<file path="config.mk">
export PLATFORM = sky130hd
export DESIGN_NAME = packet_sender
export DESIGN_NICKNAME = d
export VERILOG_FILES = /design/src/rtl/packet_sender.sv
export SDC_FILE = /design/constraint.sdc
export NUM_CORES = 1
export LEC_CHECK = 0
export CAP_MARGIN = 10
export CORE_UTILIZATION = 48
export CTS_CLUSTER_DIAMETER = 40
export DETAILED_ROUTE_END_ITERATION = 6
export MAX_ROUTING_LAYER = met4
export PLACE_DENSITY = 0.85
export SYNTH_ARGS = -nofsm -noshare
export SYNTH_HDL_FRONTEND = slang
export SYNTH_SLANG_ARGS = --single-unit
export TNS_END_PERCENT = 50
</file>
<file path="constraint.sdc">
create_clock -name clk1 -period 2.1 [get_ports clk1]
set_input_delay 0.42 -clock clk1 [delete_from_list [all_inputs] [get_ports clk1]]
set_output_delay 0.42 -clock clk1 [all_outputs]
set_load 0.03 [all_outputs]
</file>
<file path="src/rtl/packet_sender.sv">
// ---------------------------------------------------------------------------
// packet_sender
//
// Purpose:
//   Upstream stage of packet_receiver. Accepts a header command (src, dest,
//   size) and a payload byte stream from the host side, then serialises one
//   packet on pdata as: src, dest, size, payload[0..size-1], crc.
//   crc is the XOR of all payload bytes. A byte is emitted only on edges
//   where stop_packet_send is low; otherwise the receiver sees a gap.
//
// Parameters:
//   MAX_PAYLOAD  largest legal size byte (payload + 4 fits a 16-entry FIFO)
//   STAT_W       width of the statistics counters (stats build only)
//
// Ports:
//   clk1              in   single clock, rising edge
//   rst               in   asynchronous, active-low reset
//   cmd_valid         in   header command valid
//   cmd_ready         out  high in IDLE; command taken on valid & ready
//   cmd_src           in   source id byte
//   cmd_dest          in   destination id byte
//   cmd_size          in   payload length in bytes
//   pl_valid          in   payload byte valid
//   pl_ready          out  payload byte taken on pl_valid & pl_ready
//   pl_data           in   payload byte
//   stop_packet_send  in   backpressure from packet_receiver
//   packet_valid_o    out  pdata carries a packet byte this cycle
//   pdata             out  packet byte (holds when packet_valid_o is low)
//   err_size          out  one-cycle pulse: command rejected (bad size)
//   busy              out  packet in progress
//
// Configuration:
//   PKT_SENDER_STATS_EN  when defined, adds saturating counters
//                        pkt_cnt, stall_cnt and err_cnt [STAT_W-1:0].
//                        When undefined those ports do not exist.
// ---------------------------------------------------------------------------
module packet_sender #(
    parameter int MAX_PAYLOAD = 12
`ifdef PKT_SENDER_STATS_EN
    ,
    parameter int STAT_W = 16
`endif
) (
    input  logic       clk1,
    input  logic       rst,
    input  logic       cmd_valid,
    output logic       cmd_ready,
    input  logic [7:0] cmd_src,
    input  logic [7:0] cmd_dest,
    input  logic [7:0] cmd_size,
    input  logic       pl_valid,
    output logic       pl_ready,
    input  logic [7:0] pl_data,
    input  logic       stop_packet_send,
    output logic       packet_valid_o,
    output logic [7:0] pdata,
    output logic       err_size,
    output logic       busy
`ifdef PKT_SENDER_STATS_EN
    ,
    output logic [STAT_W-1:0] pkt_cnt,
    output logic [STAT_W-1:0] stall_cnt,
    output logic [STAT_W-1:0] err_cnt
`endif
);

    // State names the last byte emitted; SRC_WAIT holds an accepted
    // command whose src byte was blocked by backpressure.
    typedef enum logic [2:0] {
        IDLE,
        SRC_WAIT,
        SRC,
        DEST,
        SIZE,
        DATA,
        CRC
    } state_t;

    localparam logic [7:0] MAX_SIZE = 8'(MAX_PAYLOAD);

    state_t     state;
    logic [7:0] src_q;
    logic [7:0] dest_q;
    logic [7:0] size_q;
    logic [7:0] remaining;
    logic [7:0] crc;

    logic adv;
    logic size_legal;
    logic pl_fire;
    logic payload_left;

    // Handshake and qualifier terms. Payload is only taken on an edge where
    // the byte can also be emitted, so stop never loses or repeats a byte.
    assign adv          = !stop_packet_send;
    assign size_legal   = (cmd_size != 8'd0) && (cmd_size <= MAX_SIZE);
    assign payload_left = (remaining != 8'd0);
    assign cmd_ready    = (state == IDLE);
    assign busy         = (state != IDLE);
    assign pl_ready     = adv && ((state == SIZE) ||
                                  ((state == DATA) && payload_left));
    assign pl_fire      = pl_valid && pl_ready;

    // Packet serialiser. Every edge either emits the next byte with
    // packet_valid_o high, or drops valid and leaves pdata unchanged.
    always_ff @(posedge clk1 or negedge rst) begin
        if (!rst) begin
            state          <= IDLE;
            src_q          <= 8'd0;
            dest_q         <= 8'd0;
            size_q         <= 8'd0;
            remaining      <= 8'd0;
            crc            <= 8'd0;
            packet_valid_o <= 1'b0;
            pdata          <= 8'd0;
            err_size       <= 1'b0;
        end else begin
            packet_valid_o <= 1'b0;
            err_size       <= 1'b0;

            case (state)
                IDLE: begin
                    if (cmd_valid) begin
                        if (size_legal) begin
                            src_q  <= cmd_src;
                            dest_q <= cmd_dest;
                            size_q <= cmd_size;
                            crc    <= 8'd0;
                            if (adv) begin
                                pdata          <= cmd_src;
                                packet_valid_o <= 1'b1;
                                state          <= SRC;
                            end else begin
                                state <= SRC_WAIT;
                            end
                        end else begin
                            err_size <= 1'b1;
                        end
                    end
                end

                SRC_WAIT: begin
                    if (adv) begin
                        pdata          <= src_q;
                        packet_valid_o <= 1'b1;
                        state          <= SRC;
                    end
                end

                SRC: begin
                    if (adv) begin
                        pdata          <= dest_q;
                        packet_valid_o <= 1'b1;
                        state          <= DEST;
                    end
                end

                DEST: begin
                    if (adv) begin
                        pdata          <= size_q;
                        packet_valid_o <= 1'b1;
                        remaining      <= size_q;
                        state          <= SIZE;
                    end
                end

                // SIZE always has payload left because size 0 is rejected.
                // A missing payload byte just produces a gap, no timeout.
                SIZE, DATA: begin
                    if (payload_left) begin
                        if (pl_fire) begin
                            pdata          <= pl_data;
                            packet_valid_o <= 1'b1;
                            crc            <= crc ^ pl_data;
                            remaining      <= remaining - 8'd1;
                            state          <= DATA;
                        end
                    end else if (adv) begin
                        pdata          <= crc;
                        packet_valid_o <= 1'b1;
                        state          <= CRC;
                    end
                end

                // Guaranteed idle cycle between packets.
                CRC: begin
                    crc   <= 8'd0;
                    state <= IDLE;
                end

                default: begin
                    state <= IDLE;
                end
            endcase
        end
    end

`ifdef PKT_SENDER_STATS_EN
    // Saturating statistics: completed packets, busy cycles without an
    // emitted byte, and rejected commands.
    always_ff @(posedge clk1 or negedge rst) begin
        if (!rst) begin
            pkt_cnt   <= '0;
            stall_cnt <= '0;
            err_cnt   <= '0;
        end else begin
            if ((state == DATA) && !payload_left && adv && (pkt_cnt != '1)) begin
                pkt_cnt <= pkt_cnt + STAT_W'(1);
            end
            if (busy && !packet_valid_o && (stall_cnt != '1)) begin
                stall_cnt <= stall_cnt + STAT_W'(1);
            end
            if ((state == IDLE) && cmd_valid && !size_legal && (err_cnt != '1)) begin
                err_cnt <= err_cnt + STAT_W'(1);
            end
        end
    end
`endif

endmodule
</file>
==> results.sh <==
export IMPL_cap_violations=0
export IMPL_period_minus_slack_ns=2.05
export IMPL_clock_sinks=53
export IMPL_synth_cells=302
export IMPL_first_pass_iters=5
export IMPL_syn_nets=340
export IMPL_finalClockSkew_ns=0.00675
export IMPL_required_ns=2.29
export IMPL_postRouteAntennaNets=0
export IMPL_cp_cell_sequence="clkdlybuf4s50_1 -> or4_4 -> nor3_4 -> nand3_2 -> buf_12 -> mux2_1"
export IMPL_cp_arrival_ns=2.24
export IMPL_via_count=2804
export IMPL_synth_seq_cells=53
export IMPL_crit_cells=6
export IMPL_setup_viol=0
export IMPL_drv_slew=0
export IMPL_clock_latency_ns=0.30
export IMPL_die_h_um=81.6
export IMPL_vias_per_cell=6.23
export IMPL_synth_async_reset_ratio_pct=100
export IMPL_end_kind="flop"
export IMPL_peakVddDrop_v=0.00112
export IMPL_fin_cells=450
export IMPL_cp_num_buf_inv=2
export IMPL_max_freq_mhz=487
export IMPL_core_area_um2=6030
export IMPL_place_hpwl_mm=5.73
export IMPL_wl_per_cell_um=18.2
export IMPL_drt_iter0_markers=250
export IMPL_grt_first_pass_wirelength_mm=12.8
export IMPL_power_density_nw_per_um2=1410
export IMPL_initial_utilization_pct=50.5
export IMPL_dieArea_um2=6660
export IMPL_cp_max_fo=24
export IMPL_wirelength_mm=8.20
export IMPL_ys_flop_type="dfrtp_1"
export IMPL_root_buffer="clkbuf_8"
export IMPL_yosys_warnings=0
export IMPL_cts_buffer_depth=2
export IMPL_grt_antenna_before_repair=0
export IMPL_io_pins=50
export IMPL_synth_common_cells="dfrtp_1, a31oi_1, a21oi_1, mux2_1, nand2_1"
export IMPL_rsz0062_at_grt="yes"
export IMPL_path_clk_slew_ns=0.10
export IMPL_grt_pass1_vias=2763
export IMPL_cpPeakStageDelay_ns=0.58
export IMPL_synth_avg_cell_area_um2=10.1
export IMPL_hold_buffers=0
export IMPL_r2r_cells=7
export IMPL_place_gp_congestion=0.828
export IMPL_areaGrowthSynthToFinish_pct=31.5
export IMPL_seq_area_frac_synth_pct=43.6
export IMPL_nets=412
export IMPL_grt_use_total_pct=26.2
export IMPL_syn_area_um2=3040
export IMPL_cts_tree="yes"
export IMPL_yosysMostFrequentCell="dfrtp_1"
export IMPL_cpMaxStageDelayCell="or4_4"
export IMPL_total_power_mw=5.62
export IMPL_placed_area_um2=3800
export IMPL_drive_above_1_share_pct=22.1
export IMPL_cp_start_kind="primary input"
export IMPL_p_leak_nw=1.69
export IMPL_grt_max_degree=34
export IMPL_fin_crit_sh_pct=97.7
export IMPL_io_buffers=49
export IMPL_ys_types=53
export IMPL_place_ws_ns=-0.302
export IMPL_yosysTopAreaCell="dfrtp_1"
export IMPL_worst_slew_pin_slew_ns=0.621
export IMPL_cts_buffers=5
export IMPL_synth_area_top_cells="dfrtp_1, mux2_1, a31oi_1, mux2_2, mux2i_1"
export IMPL_synth_edf_count=0
export IMPL_n_antenna_cell=0
export IMPL_hold_violations=0
export IMPL_yosysTopAreaCellShare_pct=43.6
export IMPL_grt_remaining_overflow=0
export IMPL_postLayoutCellArea_um2=4000
export IMPL_slew_headroom_pct=58.2
export IMPL_status="completed"
export IMPL_critPathTopFamily="simple AND/OR/NAND/NOR gates"
export IMPL_h_tree_depth=2
export IMPL_core_rowCount=28
export IMPL_fp_dieW_um=81.6
export IMPL_critPathKind="in -> reg"
export IMPL_worst_hold_path_type="in -> async"
export IMPL_place_inst=437
export IMPL_fin_ws_ns=0.0476
export IMPL_drc=0
## stage by stage
| step | hold slack, ns | util, % | TNS, ns |
|---|---|---|---|
| final | 0.0748 | 66.4 | 0 |
| after global routing | 0.111 | 66.4 | -0.0959 |
| after CTS | 0.0939 | 64.9 | 0 |
| after detailed placement | 0.424 | 63.1 | -10.32 |
| after global placement | 0.414 | 63.1 | -8.98 |
| after floorplan | 0.124 | - | -0.0193 |
## layout make-up
type / count / area [µm²]
clock inverters: 2 / 10.0
well taps: 75 / 93.8
clock buffers: 6 / 72.6
inverters: 10 / 37.5
flip-flops and latches: 53 / 1330
fillers: 453 / 2030
multi-input cells: 218 / 1680
repair buffers: 86 / 781
## flip-flops by register name (all words and copies together) (netlist names)
| signal | count |
|---|---|
| state | 3 |
| pdata | 8 |
| crc | 8 |
| packet_valid_o | 1 |
| size_q | 8 |
| remaining | 8 |
| dest_q | 8 |
| src_q | 8 |
| err_size | 1 |
## per-layer routing
metal,track usage (%),wire length [µm]
met1,32.4,3510
met2,43.6,4170
met3,3.78,362
met4,9.82,161
met5,-,0
## placed cells by master (no fill, tap or decap), types with 3 or more instances in the layout
cell	Yosys	final
o2bb2ai_1	5	5
mux2_4	0	5
mux2_1	16	11
and4_1	3	3
a311o_1	5	5
a21o_1	3	3
dfrtp_1	53	52
nor2b_1	4	3
mux2_2	10	10
inv_1	9	8
buf_4	1	38
nor4_1	7	4
nor4_2	0	3
o22ai_1	4	4
a22oi_1	8	8
a31oi_1	24	24
clkdlybuf4s50_1	0	45
o21ai_0	10	10
nand3b_1	4	4
nor3b_1	7	7
nor3_1	7	7
nand3_1	6	6
o211ai_1	8	8
clkbuf_8	0	5
mux2i_1	11	11
and2_1	5	5
nor2_1	12	12
nand2_1	14	14
a21oi_1	16	16
## repair_timing
item | in CTS | in global routing
setup buffers | 2 | 3
pin swaps | 1 | 0
endpoints found under the hold margin | 0 | 0
setup endpoints to repair | 9 | 30
resized for setup | 3 | 14
## power breakdown
group | total (mW) | internal, mW | leakage [nW] | switching (mW)
clock network | 0.563 | 0.232 | 0.0450 | 0.331
logic | 3.29 | 1.47 | 0.960 | 1.83
registers | 1.77 | 1.42 | 0.690 | 0.348
## path summary, 6_finish.rpt
kind,startpoint,end,slack [ns]
setup / recovery,cmd_size[5],dest_q[1],0.05
hold / removal,rst,err_size,0.07
setup reg to reg,remaining[0],pdata[2],0.08
hold reg to reg,src_q[2],src_q[2],0.50
max in group asynchronous,rst,state[1],1.46
min in group clk1,src_q[2],src_q[2],0.50
## cell families (layout without fill, tap and decap cells)
group / after synthesis / count (layout) / share of synthesized area, %
AOI/OAI and AO/OA: 96 / 96 / 21.9
and+or+nand+nor: 83 / 83 / 16.4
DFF: 53 / 53 / 43.6
muxes: 37 / 37 / 13.2
buffers and inverters: 31 / 104 / 4.19
adders and majority gates: 1 / 1 / 0.411
xor gates and xnor gates: 1 / 1 / 0.288
(Power assumes the default switching activity.)
